File: src/rtl/vlane_pkg.sv
// Shared definitions for the vector lane datapath stages: default widths and
// saturation bounds.
package vlane_pkg;

    localparam int IN_WIDTH_DEF  = 16;
    localparam int ACC_WIDTH_DEF = 40;
    localparam int OUT_WIDTH_DEF = 32;

    // Bounds are returned at 64 bits so any accumulator up to 64 bits compares directly.
    function automatic logic signed [63:0] sat_max(input int w);
        return (64'sd1 <<< (w - 1)) - 64'sd1;
    endfunction

    function automatic logic signed [63:0] sat_min(input int w);
        return -(64'sd1 <<< (w - 1));
    endfunction

endpackage

File: src/rtl/vmac_sat.sv
// Combinational signed clamp from ACC_WIDTH down to OUT_WIDTH, flagging when
// the value had to be clamped.
module vmac_sat
    import vlane_pkg::*;
#(
    parameter int ACC_WIDTH = ACC_WIDTH_DEF,
    parameter int OUT_WIDTH = OUT_WIDTH_DEF
) (
    input  logic signed [ACC_WIDTH-1:0] i_sum,
    output logic        [OUT_WIDTH-1:0] o_data,
    output logic                        o_sat
);

    localparam logic signed [63:0] MAX_V = sat_max(OUT_WIDTH);
    localparam logic signed [63:0] MIN_V = sat_min(OUT_WIDTH);

    logic signed [63:0] sum_ext;

    always_comb begin
        sum_ext = 64'(i_sum);
        o_data  = i_sum[OUT_WIDTH-1:0];
        o_sat   = 1'b0;
        if (sum_ext > MAX_V) begin
            o_data = MAX_V[OUT_WIDTH-1:0];
            o_sat  = 1'b1;
        end else if (sum_ext < MIN_V) begin
            o_data = MIN_V[OUT_WIDTH-1:0];
            o_sat  = 1'b1;
        end
    end

endmodule

File: src/rtl/vmac_accum_stage.sv
// Two-stage signed multiply-accumulate: S1 registers the product, S2 folds it
// into the accumulator and emits the saturated total on the last beat.
module vmac_accum_stage
    import vlane_pkg::*;
#(
    parameter int IN_WIDTH  = IN_WIDTH_DEF,
    parameter int ACC_WIDTH = ACC_WIDTH_DEF,
    parameter int OUT_WIDTH = OUT_WIDTH_DEF
) (
    input  logic                       clk,
    input  logic                       reset,
    input  logic                       i_clear,
    input  logic                       i_valid,
    output logic                       o_ready,
    input  logic signed [IN_WIDTH-1:0] i_a,
    input  logic signed [IN_WIDTH-1:0] i_b,
    input  logic                       i_last,
    output logic                       o_valid,
    input  logic                       i_ready,
    output logic       [OUT_WIDTH-1:0] o_data,
    output logic                       o_sat
);

    logic signed [2*IN_WIDTH-1:0] prod_d, prod_q;
    logic                         s1_valid_d, s1_valid_q;
    logic                         s1_last_d, s1_last_q;
    logic signed [ACC_WIDTH-1:0]  acc_d, acc_q;
    logic signed [ACC_WIDTH-1:0]  sum;
    logic        [OUT_WIDTH-1:0]  data_d, data_q;
    logic                         sat_d, sat_q;
    logic                         out_valid_d, out_valid_q;
    logic        [OUT_WIDTH-1:0]  clamp_data;
    logic                         clamp_sat;
    logic                         advance;

    vmac_sat #(
        .ACC_WIDTH (ACC_WIDTH),
        .OUT_WIDTH (OUT_WIDTH)
    ) u_sat (
        .i_sum  (sum),
        .o_data (clamp_data),
        .o_sat  (clamp_sat)
    );

    always_comb begin
        advance     = !out_valid_q || i_ready;
        sum         = acc_q + ACC_WIDTH'(prod_q);
        prod_d      = prod_q;
        s1_valid_d  = s1_valid_q;
        s1_last_d   = s1_last_q;
        acc_d       = acc_q;
        data_d      = data_q;
        sat_d       = sat_q;
        out_valid_d = out_valid_q;
        if (i_clear) begin
            prod_d      = '0;
            s1_valid_d  = 1'b0;
            s1_last_d   = 1'b0;
            acc_d       = '0;
            data_d      = '0;
            sat_d       = 1'b0;
            out_valid_d = 1'b0;
        end else if (advance) begin
            prod_d      = i_a * i_b;
            s1_valid_d  = i_valid;
            s1_last_d   = i_last;
            out_valid_d = 1'b0;
            // Last beat restarts acc at zero so the next stream needs no bubble.
            if (s1_valid_q) begin
                if (s1_last_q) begin
                    acc_d       = '0;
                    data_d      = clamp_data;
                    sat_d       = clamp_sat;
                    out_valid_d = 1'b1;
                end else begin
                    acc_d = sum;
                end
            end
        end
    end

    always_ff @(posedge clk) begin
        if (reset) begin
            prod_q      <= '0;
            s1_valid_q  <= 1'b0;
            s1_last_q   <= 1'b0;
            acc_q       <= '0;
            data_q      <= '0;
            sat_q       <= 1'b0;
            out_valid_q <= 1'b0;
        end else begin
            prod_q      <= prod_d;
            s1_valid_q  <= s1_valid_d;
            s1_last_q   <= s1_last_d;
            acc_q       <= acc_d;
            data_q      <= data_d;
            sat_q       <= sat_d;
            out_valid_q <= out_valid_d;
        end
    end

    assign o_ready = advance;
    assign o_valid = out_valid_q;
    assign o_data  = data_q;
    assign o_sat   = sat_q;

endmodule
File: config.mk
export PLATFORM = sky130hd
export DESIGN_NAME = vmac_accum_stage
export DESIGN_NICKNAME = d
export VERILOG_FILES = /design/src/rtl/vlane_pkg.sv /design/src/rtl/vmac_sat.sv /design/src/rtl/vmac_accum_stage.sv
export SDC_FILE = /design/constraint.sdc
export NUM_CORES = 1
export LEC_CHECK = 0
export CAP_MARGIN = 20
export CORE_UTILIZATION = 55
export CTS_BUF_LIST = sky130_fd_sc_hd__clkbuf_8
export DETAILED_ROUTE_END_ITERATION = 10
export PLACE_DENSITY = 0.76
export SLEW_MARGIN = 30
export SYNTH_ARGS = -nofsm -noshare
export SYNTH_HDL_FRONTEND = slang
export SYNTH_SLANG_ARGS = --single-unit
File: constraint.sdc
create_clock -name clk -period 6.6 [get_ports clk]
set_input_delay 0.66 -clock clk [delete_from_list [all_inputs] [get_ports clk]]
set_output_delay 0.66 -clock clk [all_outputs]
set_load 0.01 [all_outputs]
; ---- Word-level counts from Yosys, hierarchy flattened
; Cells that the tools add are included.
[classes]
n_addsub = 1
multipliers = 1
order_cmp = 2
muxes = 7
reduce_logical = 5
[ops]
columns = operator, n
row1 = two-way mux 32 bit, 2
row2 = adder 40 x 32 -> 40 bit, 1
row3 = "greater-than comparator 40 x 32 -> 1 bit, second input constant", 1
row4 = "less-than comparator 40 x 32 -> 1 bit, second input constant", 1
row5 = two-way mux 40 bit, 1
row6 = multiplier 16 x 16 -> 32 bit, 1
row7 = two-way mux 1 bit, 4
row8 = AND reduction 3 bit, 1
row9 = AND reduction 2 bit, 1
row10 = OR reduction 2 bit, 1
row11 = logical NOT 1 bit, 1
row12 = logical OR 1 bit, 1
[word_totals]
register_bits = 108
input_bits = 38
out_inout_bits = 35

; ---- Depth between registers and ports, before layout
[logic_depth]
ltp_word = 4
depth_mapped = 25
depth_no_buf = 24

; ---- Hierarchy
; Synthesis repeated with hierarchy kept, for this count alone.
[hier_totals]
cells_unflattened = 1869
hier_area_um2 = 16168.0
[by_module_without_submodules]
columns = module, n_inst, cells_per_inst, area_per_inst_um2, seq_area_each_um2
row1 = vmac_accum_stage, 1, 1788, 15511.1, 2162.1
row2 = vmac_sat, 1, 81, 656.9, 0.0

; ---- Least setup slack after synthesis
; Ideal clock, no wire load.
[synth_path]
path_type = in2reg
from = in i_b[1]
to = reg prod_q[31]
arrival_time_ns = 6.304
required_ns = 6.463
path_slack_ns = 0.159
path_stages = 22
path_buffers = 1
path_cell_list = clkbuf_1 -> nand2_1 -> inv_1 -> fa_1 -> fa_1 -> fa_1 -> fa_1 -> fa_1 -> inv_1 -> fa_1 -> inv_1 -> ha_1 -> a21oi_1 -> nor2b_1 -> or2_2 -> a2111o_1 -> o211ai_1 -> or2_2 -> a31oi_1 -> a31oi_1 -> xnor2_1 -> a21oi_1
[synth_via]
elab_chain_cells = 1
[synth_rtl]
columns = item, line
row1 = "start, declared", vmac_accum_stage.sv:16  ; input logic signed [IN_WIDTH-1:0] i_b,
row2 = multiplier 16 x 16 -> 32 bit, vmac_accum_stage.sv:64  ; prod_d = i_a * i_b;
row3 = "end signal, assigned", vmac_accum_stage.sv:92  ; prod_q <= prod_d;
row4 = "end, declared", vmac_accum_stage.sv:24  ; logic signed [2*IN_WIDTH-1:0] prod_d, prod_q;
; Every way passes these cells.
; A chain may end at the register's enable or synchronous reset.

; ---- Worst setup path in the final report
[layout_path]
from = in i_a[12]
to = reg prod_q[31]
[layout_via]
elab_chain_cells = 1
[layout_rtl]
columns = item, line
row1 = "start, declared", vmac_accum_stage.sv:15  ; input logic signed [IN_WIDTH-1:0] i_a,
row2 = multiplier 16 x 16 -> 32 bit, vmac_accum_stage.sv:64
; Every way passes these cells.

==> results summary <==
The number of nets in the layout is between 2000 and 2500. The die outline width is around 170 um. STA classifies the critical path startpoint as an input pin. TritonCTS built the clock tree. Entering global routing, the biggest net connects between 70 and 80 pins. After synthesis, the share of cell area in mux cells is 0.00125. The die outline area came out at 29900 um^2. The first-pass GRT wire length is 65000 um. The floorplan step set the die height to roughly 170 um. The simple-gate share of the synthesized area is 0.167.

The combinational family with the most area after synthesis is adder cells. The routed length per instance came out at about 16 um. The iteration count of the initial detailed-routing pass came out at 5. The via count of the first global-routing pass was 13900. The clock input transition at the sequential cells of the worst setup and hold paths is about 100 ps. The synthesized design spends more area on one cell type than any other, namely fa_1. The maximum clock frequency is 156 MHz. The time the final worst path needs with I/O delays and setup came out at 6410 ps. The total vias in the final route came out at ~13000.

The port buffer count is 72. The post-detailed-route via-to-cell ratio came out at approximately 5.5. The I/O pin count is 73. Of the post-synthesis cell area, the dominant cell type holds 0.328. The post-route antenna net violation count is 0. By area the synthesized netlist is led by fa_1 33%, dfxtp_1 13%, ha_1 9.4%, inv_1 7.2%, nand2_1 5.8%. The clock sink total came out at about 110. The synthesized instance count came out at approximately 1900. The sequential share of the synthesized area is 0.135.

The floorplan step defined a core boundary enclosing 28700 um^2. The maximum number of buffers from clock root to sink came out at 2. The number of antenna violations at the first check in global routing came to 0. The final sum of negative setup slack is 0 ps. In this run the clock root is driven by a clkbuf_8. In the final layout, the share of cells above drive strength 1 is 0.129. The slew at the pin with the worst max-slew slack is ~830 ps.

The total congestion overflow after global routing came out at 0. In the routed design, unresolved DRC markers number 0. The compound-cell area share of the yosys netlist is 0.145. The wire-length estimate of the detail-placed layout is approximately 31000 um. The number of antenna cells inserted came out at 0. The least setup slack across all paths after layout is 187 ps. The required time of the critical path came out at ~7000 ps. The critical path is of the input pin to register type. The area share of fa/ha/maj cells after synthesis is 0.423. In this run, post-CTS hold repair placed 0 buffers. After synthesis, the share of flip-flops with an asynchronous set or reset is 0. For this run, the leading register cell type out of synthesis is dfxtp_1.

The setup violation total in the final timing report came out at 0. In the global route stage, overall resource usage came out at 0.264. For the worst-skew pair, the clock arrives at the later sink with an insertion delay of between 300 and 400 ps.

The synthesized flop and latch total is ~110. After detailed routing, the total wire length is between 30000 and 40000 um. The worst setup path is captured at a register.

Yosys printed 0 warnings. The number of distinct standard cells referenced by the synthesized netlist came out at 68. The count of flip-flops with a built-in enable after synthesis came out at 0.

The total count of max-transition violations in the final report is 0. The number of DRC markers after the initial detailed-route iteration came out at approximately 750. The number of buffers inserted during clock tree synthesis came out at 9. In the finished design, the share of the clock period the worst path needs comes to 0.972. The largest driver fanout on the critical path is 8. The H-tree depth is 3. The starting utilization of the core area came out at 0.559. The run finished with clean final reports.

The mean instance size in the synthesized netlist is around 8.6 um^2. The row count came out at a little over 60. The hold violation count in the final report came to 0. The worst clock skew is between 9 and 10 ps. The area overhead of the layout relative to synthesis is 15.7%. In this run the worst hold path is classified as register to register.

The relative max-transition margin is 0.432. The summed instance area of the synthesized netlist is roughly 16000 um^2. STA puts the critical path data arrival time at 6680 ps.

The placement-stage worst setup slack came out at -514 ps. Counting every net in the synthesized netlist gives about 2300. The synthesized-area fraction occupied by xor and xnor cells is 0.0349. The total of max-cap violations is 0. The placer's final routability congestion estimate came out at around 0.92.
-- per-stage QoR --
stage          instance area (um^2)  utilization  hold slack (ps)  instances
2_1_floorplan                 16000            -              436       1870
5_1_grt                       18600        0.647              479       2409
6_report                      18600        0.647              464       2409
4_1_cts                       18100        0.632              469       2395
3_5_place_dp                  17900        0.624              453       2379
3_3_place_gp                  17900        0.624              451       2378
-- cell families (layout without fill, tap and decap cells) --
kind of cell    Yosys count  in the layout
simple gates            566            566
buf+inv                 391            546
fa+ha+maj               384            384
compound gates          355            355
flops                   108            108
xor+xnor                 64             64
mux                       2              2
-- Yosys cell counts (6+ instances only) --
cell and instances:
inv_1 308, fa_1 263, nand2_1 248, and2_1 128
ha_1 121, a21oi_1 115, dfxtp_1 108, nor2_1 94
o21ai_0 72, clkbuf_1 65, xnor2_1 49, a22oi_1 34
a21o_1 26, a21oi_2 22, a211oi_1 16, nand3_1 16
nor3_1 16, xor2_1 15, nand2b_1 11, nand4_1 11
o211ai_1 10, o21bai_1 10, a31oi_1 9, and3_1 8
buf_6 6, nor2b_1 6
-- placed cells by master, fill, tap and decap left out, types with 46 or more instances in the layout --
cell type / Yosys / layout
buf_4: 0 / 129
clkdlybuf4s50_1: 0 / 46
nor2_1: 94 / 92
xnor2_1: 49 / 49
inv_1: 308 / 300
ha_1: 121 / 113
fa_1: 263 / 253
a21oi_1: 115 / 110
nand2_1: 248 / 243
o21ai_0: 72 / 70
dfxtp_1: 108 / 108
and2_1: 128 / 123
-- per-layer routing --
metal / vias up / GRT usage / routed length (um)
met4: 0 / 0.0767 / 1170
met1: 6602 / 0.331 / 15900
li1: 6258 / - / -
met2: 333 / 0.481 / 19600
met5: - / 0 / 0
met3: 84 / 0.0244 / 1690
-- area by class of cell --
| class | instances | area, um^2 |
|---|---|---|
| multi-input combinational | 1371 | 12600 |
| clock buffer | 10 | 138 |
| timing repair buffer | 221 | 1950 |
| fill | 2363 | 10100 |
| clock inverter | 6 | 68.8 |
| sequential | 108 | 2160 |
| inverter | 309 | 1160 |
| tap | 384 | 480 |
-- worst max-delay path: stages --
cell and delay (ps):
clkdlybuf4s50_1 420, buf_6 150, buf_4 130, and2_4 150, fa_1 560, fa_1 440
fa_1 560, fa_1 450, fa_1 530, inv_1 60, fa_1 510, inv_2 40
ha_4 210, a21oi_2 130, nor2b_1 70, or2_4 230, a2111o_1 370, o211ai_1 300
or2_4 210, a31oi_4 80, a31oi_1 180, xnor2_1 130, a21oi_1 70
-- sequential cells by signal, summed over array words and instances, names as in the netlist --
name and cells:
o_sat 1, acc_q 40, s1_valid_q 1, s1_last_q 1, o_valid 1, o_data 32
prod_q 32
-- repair_timing --
action                                  4_1_cts  5_1_grt
gates resized for setup                      10       90
buffers inserted                              0       11
endpoints found under the setup margin        7       11
pin swaps                                     2       77
cloned                                        0        3
hold endpoints to repair                      0        0
-- worst paths after layout --
| kind | start | end | depth (start not counted) | slack (ps) |
|---|---|---|---|---|
| max | i_a[12] | prod_q[31] | 23 | 190 |
| min | prod_q[22] | prod_q[22] | 2 | 460 |
| max reg2reg | prod_q[31] | o_data[20] | 12 | 2290 |
| min reg2reg | prod_q[22] | prod_q[22] | 2 | 460 |
Power is not shown: default switching activity piles up to over one toggle a cycle in this logic, so the estimate is an artifact.
